[src/rtl/gpio_ctrl.sv]
// gpio_ctrl: GPIO pins with OUT/DIR/SET/CLR registers, synchronised inputs, and optional edge interrupts (macro GPIO_CTRL_IRQ_EN).
// Ports: clk_i, rst_ni; bus write_i/data_be_i/addr_i/wdata_i/rdata_o; pins input_i/output_o/oe_o; irq_o.
module gpio_ctrl #(
  parameter int WIDTH       = 16,
  parameter int SYNC_STAGES = 2
) (
  input  logic             clk_i,
  input  logic             rst_ni,
  input  logic             write_i,
  input  logic [3:0]       data_be_i,
  input  logic [5:0]       addr_i,
  input  logic [31:0]      wdata_i,
  output logic [31:0]      rdata_o,
  input  logic [WIDTH-1:0] input_i,
  output logic [WIDTH-1:0] output_o,
  output logic [WIDTH-1:0] oe_o,
  output logic             irq_o
);

  logic [3:0]       word;
  logic [31:0]      lane32;
  logic [WIDTH-1:0] lane;
  logic [WIDTH-1:0] wv;
  logic [WIDTH-1:0] in_q;
  logic [WIDTH-1:0] out_q, out_d;
  logic [WIDTH-1:0] dir_q, dir_d;
  logic [WIDTH-1:0] sync_q [SYNC_STAGES];
  logic [WIDTH-1:0] rd_w;
  logic             sel_in, sel_out, sel_dir;
  logic             sel_set, sel_clr;
  logic             unused_bits;

`ifdef GPIO_CTRL_IRQ_EN
  logic             sel_ren, sel_fen;
  logic             sel_stat, sel_mask;
  logic [WIDTH-1:0] ren_q, ren_d;
  logic [WIDTH-1:0] fen_q, fen_d;
  logic [WIDTH-1:0] stat_q, stat_d;
  logic [WIDTH-1:0] mask_q, mask_d;
  logic [WIDTH-1:0] prev_q, ev;
  logic             irq_q, irq_d;
`endif

  assign word   = addr_i[5:2];
  assign lane32 = {{8{data_be_i[3]}},
                   {8{data_be_i[2]}},
                   {8{data_be_i[1]}},
                   {8{data_be_i[0]}}};
  assign lane   = lane32[WIDTH-1:0];
  assign wv     = wdata_i[WIDTH-1:0] & lane;

  assign unused_bits = ^{addr_i[1:0], wdata_i, lane32};

  assign sel_in  = (word == 4'd0);
  assign sel_out = (word == 4'd1);
  assign sel_dir = (word == 4'd2);
  assign sel_set = (word == 4'd3);
  assign sel_clr = (word == 4'd4);

  always_ff @(posedge clk_i or negedge rst_ni) begin
    if (!rst_ni) begin
      for (int i = 0; i < SYNC_STAGES; i++)
        sync_q[i] <= '0;
    end else begin
      sync_q[0] <= input_i;
      for (int i = 1; i < SYNC_STAGES; i++)
        sync_q[i] <= sync_q[i-1];
    end
  end

  assign in_q = sync_q[SYNC_STAGES-1];

  always_comb begin
    out_d = out_q;
    dir_d = dir_q;
    if (write_i) begin
      unique case (1'b1)
        sel_out: out_d = (out_q & ~lane) | wv;
        sel_set: out_d = out_q | wv;
        sel_clr: out_d = out_q & ~wv;
        sel_dir: dir_d = (dir_q & ~lane) | wv;
        default: ;
      endcase
    end
  end

  always_ff @(posedge clk_i or negedge rst_ni) begin
    if (!rst_ni) begin
      out_q <= '0;
      dir_q <= '0;
    end else begin
      out_q <= out_d;
      dir_q <= dir_d;
    end
  end

  assign output_o = out_q;
  assign oe_o     = dir_q;

`ifdef GPIO_CTRL_IRQ_EN
  assign sel_ren  = (word == 4'd5);
  assign sel_fen  = (word == 4'd6);
  assign sel_stat = (word == 4'd7);
  assign sel_mask = (word == 4'd8);

  assign ev = (in_q & ~prev_q & ren_q)
            | (~in_q & prev_q & fen_q);
  assign irq_d = |(stat_q & mask_q);

  always_comb begin
    ren_d  = ren_q;
    fen_d  = fen_q;
    mask_d = mask_q;
    stat_d = stat_q;
    if (write_i) begin
      unique case (1'b1)
        sel_ren:  ren_d  = (ren_q & ~lane) | wv;
        sel_fen:  fen_d  = (fen_q & ~lane) | wv;
        sel_mask: mask_d = (mask_q & ~lane) | wv;
        sel_stat: stat_d = stat_q & ~wv;
        default: ;
      endcase
    end
    // OR-ing events after the clear lets a same-cycle set win
    stat_d = stat_d | ev;
  end

  always_ff @(posedge clk_i or negedge rst_ni) begin
    if (!rst_ni) begin
      ren_q  <= '0;
      fen_q  <= '0;
      stat_q <= '0;
      mask_q <= '0;
      prev_q <= '0;
      irq_q  <= 1'b0;
    end else begin
      ren_q  <= ren_d;
      fen_q  <= fen_d;
      stat_q <= stat_d;
      mask_q <= mask_d;
      prev_q <= in_q;
      irq_q  <= irq_d;
    end
  end

  assign irq_o = irq_q;
`else
  assign irq_o = 1'b0;
`endif

  always_comb begin
    rd_w = '0;
    unique case (1'b1)
      sel_in:   rd_w = in_q;
      sel_out:  rd_w = out_q;
      sel_dir:  rd_w = dir_q;
`ifdef GPIO_CTRL_IRQ_EN
      sel_ren:  rd_w = ren_q;
      sel_fen:  rd_w = fen_q;
      sel_stat: rd_w = stat_q;
      sel_mask: rd_w = mask_q;
`endif
      default: ;
    endcase
  end

  assign rdata_o = 32'(rd_w);

endmodule

[config.mk]
export PLATFORM = sky130hd
export DESIGN_NAME = gpio_ctrl
export DESIGN_NICKNAME = d
export VERILOG_FILES = /design/src/rtl/gpio_ctrl.sv
export SDC_FILE = /design/constraint.sdc
export NUM_CORES = 1
export LEC_CHECK = 0
export ABC_AREA = 1
export BUFFER_PORTS_ARGS = -buffer_cell sky130_fd_sc_hd__buf_2
export CAP_MARGIN = 15
export CORE_UTILIZATION = 53
export CTS_BUF_LIST = sky130_fd_sc_hd__clkbuf_4
export DETAILED_ROUTE_END_ITERATION = 12
export PLACE_DENSITY = 0.88
export SKIP_CTS_REPAIR_TIMING = 1
export SYNTH_ARGS = -nofsm -noshare
export SYNTH_HDL_FRONTEND = slang
export SYNTH_SLANG_ARGS = --single-unit
[constraint.sdc]
create_clock -name clk_i -period 1.45 [get_ports clk_i]
set_input_delay 0.0725 -clock clk_i [delete_from_list [all_inputs] [get_ports clk_i]]
set_output_delay 0.0725 -clock clk_i [all_outputs]
set_load 0.01 [all_outputs]
# Yosys cells after proc, flatten, opt, wreduce, memory -nomap -nowiden
# Cells that the tools add are included.
totals:
  regBits: 64
  latch_bits: 0
  mem_bits_rw: 0
  mem_bits_ro: 0
  word_cells: 23
  n_memories: 0
classes:
  add_sub_neg: 0
  mul: 0
  div_mod_pow: 0
  n_lt_le_gt_ge: 0
  eq_ne: 4
  shifts: 0
  mux: 2
  n_bitwise: 9
  reduce_logical: 4
op_table:
  columns: ["cell", "n"]
  rows:
  - ["$pmux 16 s3", 2]
  - ["$and 16x16->16", 4]
  - ["$or 16x16->16", 3]
  - ["$not 16->16", 2]
  - ["$eq 4x2->1 const B", 2]
  - ["$eq 4x1->1 const B", 1]
  - ["$eq 4x3->1 const B", 1]
  - ["$logic_not 4->1", 1]
  - ["$reduce_and 2->1", 2]
  - ["$reduce_bool 3->1", 1]

# Depth between registers and ports, before layout
# Gate-level depths: netlist of run 1.
logic_depth:
  ltp_word: 4
  ltp_mapped: 8
  depth_no_buf: 7

# Worst setup path before layout of run 1
# No wires, ideal clock.
synth_path:
  path_kind: "input port to output port"
  from: "in addr_i[5]"
  to: "out rdata_o[13]"
  t_arrival_ps: 1018
  setup_slack_ps: 359
  stages: 6
  path_buffers: 2
  cell_sequence: "nor2_2 nand2_2 or2_1 buf_6 buf_6 o211ai_1"
synth_between:
  elab_chain_len: 2
synth_rtl:
  columns: ["element", "line", "text"]
  rows:
  - ["start, declared", "11", "input logic [5:0] addr_i,"]
  - ["$eq 4x2->1 (tied with other cells)", "56", "assign sel_dir = (word == 4'd2);"]
  - ["$pmux 16 s3 (*)", "153", "unique case (1'b1)"]
  - ["end, declared", "13", "output logic [31:0] rdata_o,"]
# Every way passes the cells marked *; elsewhere a longest branch is shown, timed or not.

# Worst setup path after layout of run 1
layout_path:
  from: "in addr_i[5]"
  to: "out rdata_o[10]"
# Same word-level chain as after synthesis.

==> results.tsv, run 1 <==
stage	metric	value	unit
critical_path	path_max_fanout	7	
route	first_pass_iters	5	
sta	slew_viol_final	0	
placed_design	gp_congestion	0.844	
power_and_ir_drop	ir_drop	0.899	mV
status	status	completed	
clock_network	clock_sinks	64	
die	design.die.area	5890	um^2
die	fp.dieW	76.7	um
clock_network	clk_path_buf_depth	2	
route	num_vias	2903	
global_routing	antenna_found_initial	0	
sta	period_share	0.941	
critical_path	r2r_cells	4	
layout	syn_to_final_growth	30.6	%
power_and_ir_drop	p_leak	2.05	nW
die	die_y	76.7	um
critical_path	worst-setup-path-type	in2out	
sta	setup-violations-final	0	
global_routing	grt_max_degree	65	
critical_path	cp-end-kind	output port	
power_and_ir_drop	power_density	1120	nW/um^2
yosys	yosysTopAreaCell	dfrtp_1	
sta	hold_viol_final	0	
yosys	synthTopCellsByArea	dfrtp_1, nand2_1, a21oi_1, buf_4, o211ai_1	
critical_path	r2r-start	output_o[4]$_DFFE_PN0P_	
global_routing	grt.total_usage	0.259	
flow_run	maxCapViolations	0	
critical_path	crit_arrival	1290	ps
layout	postLayoutCoreUtil	0.738	
route	ant_nets	0	
clock_network	cts_tree	built	
placed_design	place_hpwl	5.07	mm
critical_path	cp_data_required_time	1380	ps
critical_path	rrSetupSlack	490	ps
route	drc_errors	0	
route	vias_per_cell	5.31	
clock_network	cts_root_buffer	clkbuf_4	
die	io-pin-count	126	
layout	regArea	1600	um^2
yosys	seq_area_frac_synth	0.541	
placed_design	io_buffers	88	
global_routing	grt_pass1_vias	2562	
die	core	5240	um^2
yosys	syn-instance-count	346	
clock_network	cts_max_level	3	
clock_network	clk_pin_slew	110	ps
die	start_util	0.565	
yosys	ys_warn_count	0	
yosys	synth_cell_type_count	19	
worst_hold_path	hp-start	wdata_i[7]	
sta	fmax	0.733	GHz
worst_hold_path	worstHoldPathType	in2reg	
global_routing	grt_overflow	0	
layout	nets	533	
layout	fill_cells	404	
yosys	synth.avg_cell_area	8.56	um^2
route	wl_per_cell	14.3	um
critical_path	start_kind	primary input	
placed_design	dp_cells	500	
yosys	syn_area	2960	um^2
layout	multi_input_comb_area	1120	um^2
yosys	synth_top_area_share	0.541	
yosys	ys_seq_elements	64	
clock_network	cts_buffers	9	
layout	fin_cells	547	
sta	clock_skew	11.2	ps
global_routing	grt_pass1_wl	11.8	mm
route	totalWireLength	7.84	mm
critical_path	r2r-end	output_o[4]$_DFFE_PN0P_	
die	rows	26	
sta	min_period	1360	ps
layout	antenna_cells	0	
route	drt_iter0_drc	164	
clock_network	clk_latency	410	ps
worst_hold_path	holdPathStages	5	
layout	drive_above_1_share	0.260	
final cells by class:
class / instances / area share
timing repair buffer: 132 / 0.223
clock buffer: 9 / 0.0175
sequential: 64 / 0.414
tap: 70 / 0.0227
clock inverter: 7 / 0.0126
multi-input combinational: 243 / 0.289
inverter: 22 / 0.0214
how the worst max path moves through the flow:
stage	startpoint	end	slack [ps]	cells after the start
after detailed placement	addr_i[5]	flop	40	7
final	addr_i[5]	rdata_o[10]	90	7
after global routing	addr_i[5]	rdata_o[10]	-20	8
after global placement	addr_i[5]	flop	80	7
after floorplan	addr_i[5]	rdata_o[13]	360	6
after CTS	addr_i[5]	rdata_o[7]	140	7
critical path, stage by stage:
cell and delay (ps):
buf_2 120, nor2_2 200, nand2_2 100, or2_1 240, buf_4 170, o211ai_1 200
buf_2 190
through the flow:
step | setup WS [ps] | cell area [um^2] | power, mW | setup TNS [ps] | hold WS, ps
after detailed placement | 42.2 | 3440 | 3.24 | 0 | 110
after CTS | 136 | 3560 | 4.26 | 0 | -335
after global routing | -23.5 | 3870 | 4.55 | -23.5 | 50.1
after global placement | 78.8 | 3440 | 3.18 | 0 | 109
after floorplan | 359 | 3020 | 2.79 | 0 | -223
final | 86.3 | 3870 | 4.32 | 0 | 5.25
routing by layer:
layer  track usage  up-vias  part of all wire
met5             0        -                 0
met2         0.407      171              0.48
met1         0.341     1363              0.41
met4         0.144        0             0.030
met3        0.0429       26             0.080
li1              -     1343                 -
cell usage in the layout, fill, tap and decap left out:
cell type,Yosys,layout
clkinv_2,0,1
nor2_2,2,2
or2_1,1,1
nand2_1,104,104
clkinvlp_4,0,3
o211ai_1,16,16
clkinv_4,0,2
dlygate4sd3_1,0,31
nand3_1,16,16
a21oi_1,62,62
nand2_2,2,2
nor2_4,1,1
buf_4,20,12
conb_1,1,17
nand2_4,2,2
buf_12,0,1
buf_2,4,88
inv_1,22,22
clkinv_1,0,1
nor2_1,19,19
nor3_4,1,1
dfrtp_1,64,64
clkbuf_4,0,9
synthesized netlist by cell type:
master and n:
inv_1 22, nand2_4 2, nor3_4 1, buf_4 20
buf_2 4, dfrtp_1 64, nor2_1 19, clkbuf_1 6
nor2_2 2, conb_1 1, a21oi_1 62, nor2_4 1
or2_1 1, nand3_1 16, buf_1 1, nand2_1 104
o211ai_1 16, nand2_2 2, buf_6 2
power by group:
group | internal, mW | switching [mW]
Combinational | 0.435 | 0.640
Clock | 0.347 | 0.685
Sequential | 2.03 | 0.184
cells by family after synthesis:
family / count (synthesis) / share of synthesized area
and+or+nand+nor: 148 / 0.210
AOI/OAI and AO/OA: 78 / 0.145
DFF: 64 / 0.541
buffers and inverters: 55 / 0.102
other: 1 / 0.00127
Power figures use the tool's default switching activity.
==> run 2: changes to the inputs <==
Settings changed: CTS_CLUSTER_SIZE from default to 10.
Clock period 1.45 ns to 1.65 ns, I/O delays scaled along.
==> results.tsv, run 2 (synthesis results as in run 1) <==
stage	metric	value	unit	change
layout	postLayoutCoreUtil	0.744		was 0.738
critical_path	crit_top_cell	buf_2		unchanged
global_routing	use_met3	0.0726		was 0.0429
power_and_ir_drop	ir_drop	0.689	mV	was 0.899 mV
sta	whs	24.7	ps	was 5.25 ps
critical_path	worst-setup-path-type	in2out		unchanged
clock_network	cts_max_level	3		unchanged
sta	worst_slack	303	ps	was 86.3 ps
power_and_ir_drop	p_leak	2.06	nW	was 2.05 nW
die	start_util	0.565		unchanged
die	core	5240	um^2	unchanged
layout	multi_input_comb_area	1120	um^2	unchanged
route	vias_per_cell	5.26		was 5.31
critical_path	critPathMaxStageDelay	230	ps	was 240 ps
critical_path	crit_arrival	1260	ps	was 1290 ps
layout	fin_cells	548		was 547
die	fp.dieW	76.7	um	unchanged
clock_network	cts_tree	built		unchanged
sta	hold_viol_final	0		unchanged
layout	antenna_cells	0		unchanged
layout	nets	534		was 533
power_and_ir_drop	pwr-share-comb	0.239		was 0.249
sta	min_period	1350	ps	
route	totalWireLength	7.93	mm	was 7.84 mm
critical_path	path_max_fanout	8		was 7
critical_path	crit_buf_inv	3		unchanged
placed_design	dp_cells	501		was 500
route	first_pass_iters	5		unchanged
layout	drive_above_1_share	0.264		was 0.260
clock_network	clk_latency	420	ps	was 410 ps
clock_network	clk_pin_slew	100	ps	was 110 ps
global_routing	top_usage_layer	met2		unchanged
layout	regArea	1600	um^2	unchanged
critical_path	critPathSlowestCell	or2_1		unchanged
global_routing	grt.total_usage	0.260		was 0.259
power_and_ir_drop	total_power	3.95	mW	was 4.32 mW
flow_run	maxCapViolations	0		unchanged
sta	period_share	0.817		
clock_network	cts_root_buffer	clkbuf_4		unchanged
placed_design	place_hpwl	5.07	mm	about the same
critical_path	cp_data_required_time	1570	ps	was 1380 ps
global_routing	antenna_found_initial	0		unchanged
global_routing	use_met1	0.327		was 0.341
clock_network	clk_path_buf_depth	2		unchanged
die	rows	26		unchanged
layout	design_area	3900	um^2	was 3870 um^2
power_and_ir_drop	p_sw	1.32	mW	was 1.51 mW
placed_design	dp_slack	182	ps	was 42.2 ps
placed_design	io_buffers	88		unchanged
route	ant_nets	0		unchanged
route	num_vias	2883		was 2903
global_routing	grt_pass1_vias	2528		was 2562
clock_network	clock_sinks	64		unchanged
route	drt_iter0_drc	217		was 164
global_routing	use_met2	0.433		was 0.407
global_routing	grt_max_degree	65		unchanged
critical_path	crit_path_cell_trace	buf_2, nor2_2, nand2_2, or2_1, buf_4, o211ai_1, buf_2		unchanged
critical_path	cp-end-kind	output port		unchanged
clock_network	cts_buffers	9		unchanged
sta	slew_viol_final	0		unchanged
global_routing	grt_pass1_wl	11.7	mm	was 11.8 mm
power_and_ir_drop	internal-power	2.63	mW	was 2.81 mW
power_and_ir_drop	power_density	1010	nW/um^2	was 1120 nW/um^2
power_and_ir_drop	seqPwrFrac	0.490		was 0.512
die	die_y	76.7	um	unchanged
sta	setup-violations-final	0		unchanged
critical_path	cp_top_family	simple AND/OR/NAND/NOR gates		unchanged
global_routing	grt_overflow	0		unchanged
route	drc_errors	0		unchanged
die	io-pin-count	126		unchanged
layout	layout_commonest_cell	nand2_1		unchanged
worst_hold_path	worstHoldPathType	in2reg		unchanged
placed_design	gp_congestion	0.855		was 0.844
sta	rsz0062_at_grt	false		
sta	clock_skew	10.4	ps	was 11.2 ps
sta	fmax	0.742	GHz	
die	design.die.area	5890	um^2	unchanged
power_and_ir_drop	switching_share	0.335		was 0.350
critical_path	start_kind	primary input		unchanged
layout	final_cell_mix	nand2_1, buf_2, dfrtp_1, a21oi_1, dlygate4sd3_1		unchanged
layout	fill_cells	396		was 404
layout	syn_to_final_growth	31.6	%	was 30.6%
power_and_ir_drop	clkPwrFrac	0.271		was 0.239
sta	finalSetupTns	0	ps	unchanged
route	wl_per_cell	14.5	um	was 14.3 um
status	status	completed		unchanged
placed_design	placed_area	3450	um^2	was 3440 um^2
==> run 2: cell count changes in the layout (fill, tap and decap cells not counted) <==
cell / before / now
buf_4: 12 / 13
clkinv_1: 1 / 0
clkinv_2: 1 / 2
bufinv_16: 0 / 1
clkinv_4: 2 / 0
inv_6: 0 / 1
==> run 2: area by class of cell <==
cell class,count,area share
Clock buffer,9,0.0173
Clock inverter,7,0.0183
Inverter,22,0.0212
Multi-Input combinational cell,243,0.287
Sequential cell,64,0.411
Tap cell,70,0.0225
Timing Repair Buffer,133,0.223
==> run 2: path summary, 6_finish.rpt <==
kind                                                 end  slack (ps)  cells past startpoint                      from
worst min-delay path                                flop          20                      5                wdata_i[7]
worst max register to register  output_o[12]$_DFFE_PN0P_         740                      4  output_o[12]$_DFFE_PN0P_
worst min register to register         in_q[4]$_DFF_PN0_         360                      0      sync_q[20]$_DFF_PN0_
max in group asynchronous             in_q[15]$_DFF_PN0_        1170                      3                    rst_ni
min in group asynchronous        output_o[0]$_DFFE_PN0P_         190                      3                    rst_ni
worst max-delay path                         rdata_o[10]         300                      7                 addr_i[5]
==> run 2: worst min-delay path, delay by kind of cell <==
| kind | cells | cell delay, ps |
|---|---|---|
| AND/OR/NAND/NOR | 3 | 170 |
| buffers and inverters | 2 | 160 |
==> run 2: routing by layer <==
| layer | vias up | part of all wire | wire length [um] |
|---|---|---|---|
| li1 | 1348 | - | - |
| met1 | 1347 | 0.39 | 3090 |
| met2 | 168 | 0.51 | 4060 |
| met3 | 20 | 0.078 | 621 |
| met4 | 0 | 0.020 | 160 |
| met5 | - | 0 | 0 |
==> run 2: power by group through the flow <==
stage               Combinational, mW  Sequential [mW]  Clock [mW]
finish                          0.942             1.94        1.07
global route                     1.04             1.96        1.15
CTS                             0.880             1.93        1.08
detailed placement              0.876             1.96           0
global placement                0.843             1.96           0
floorplan                       0.429             2.02           0
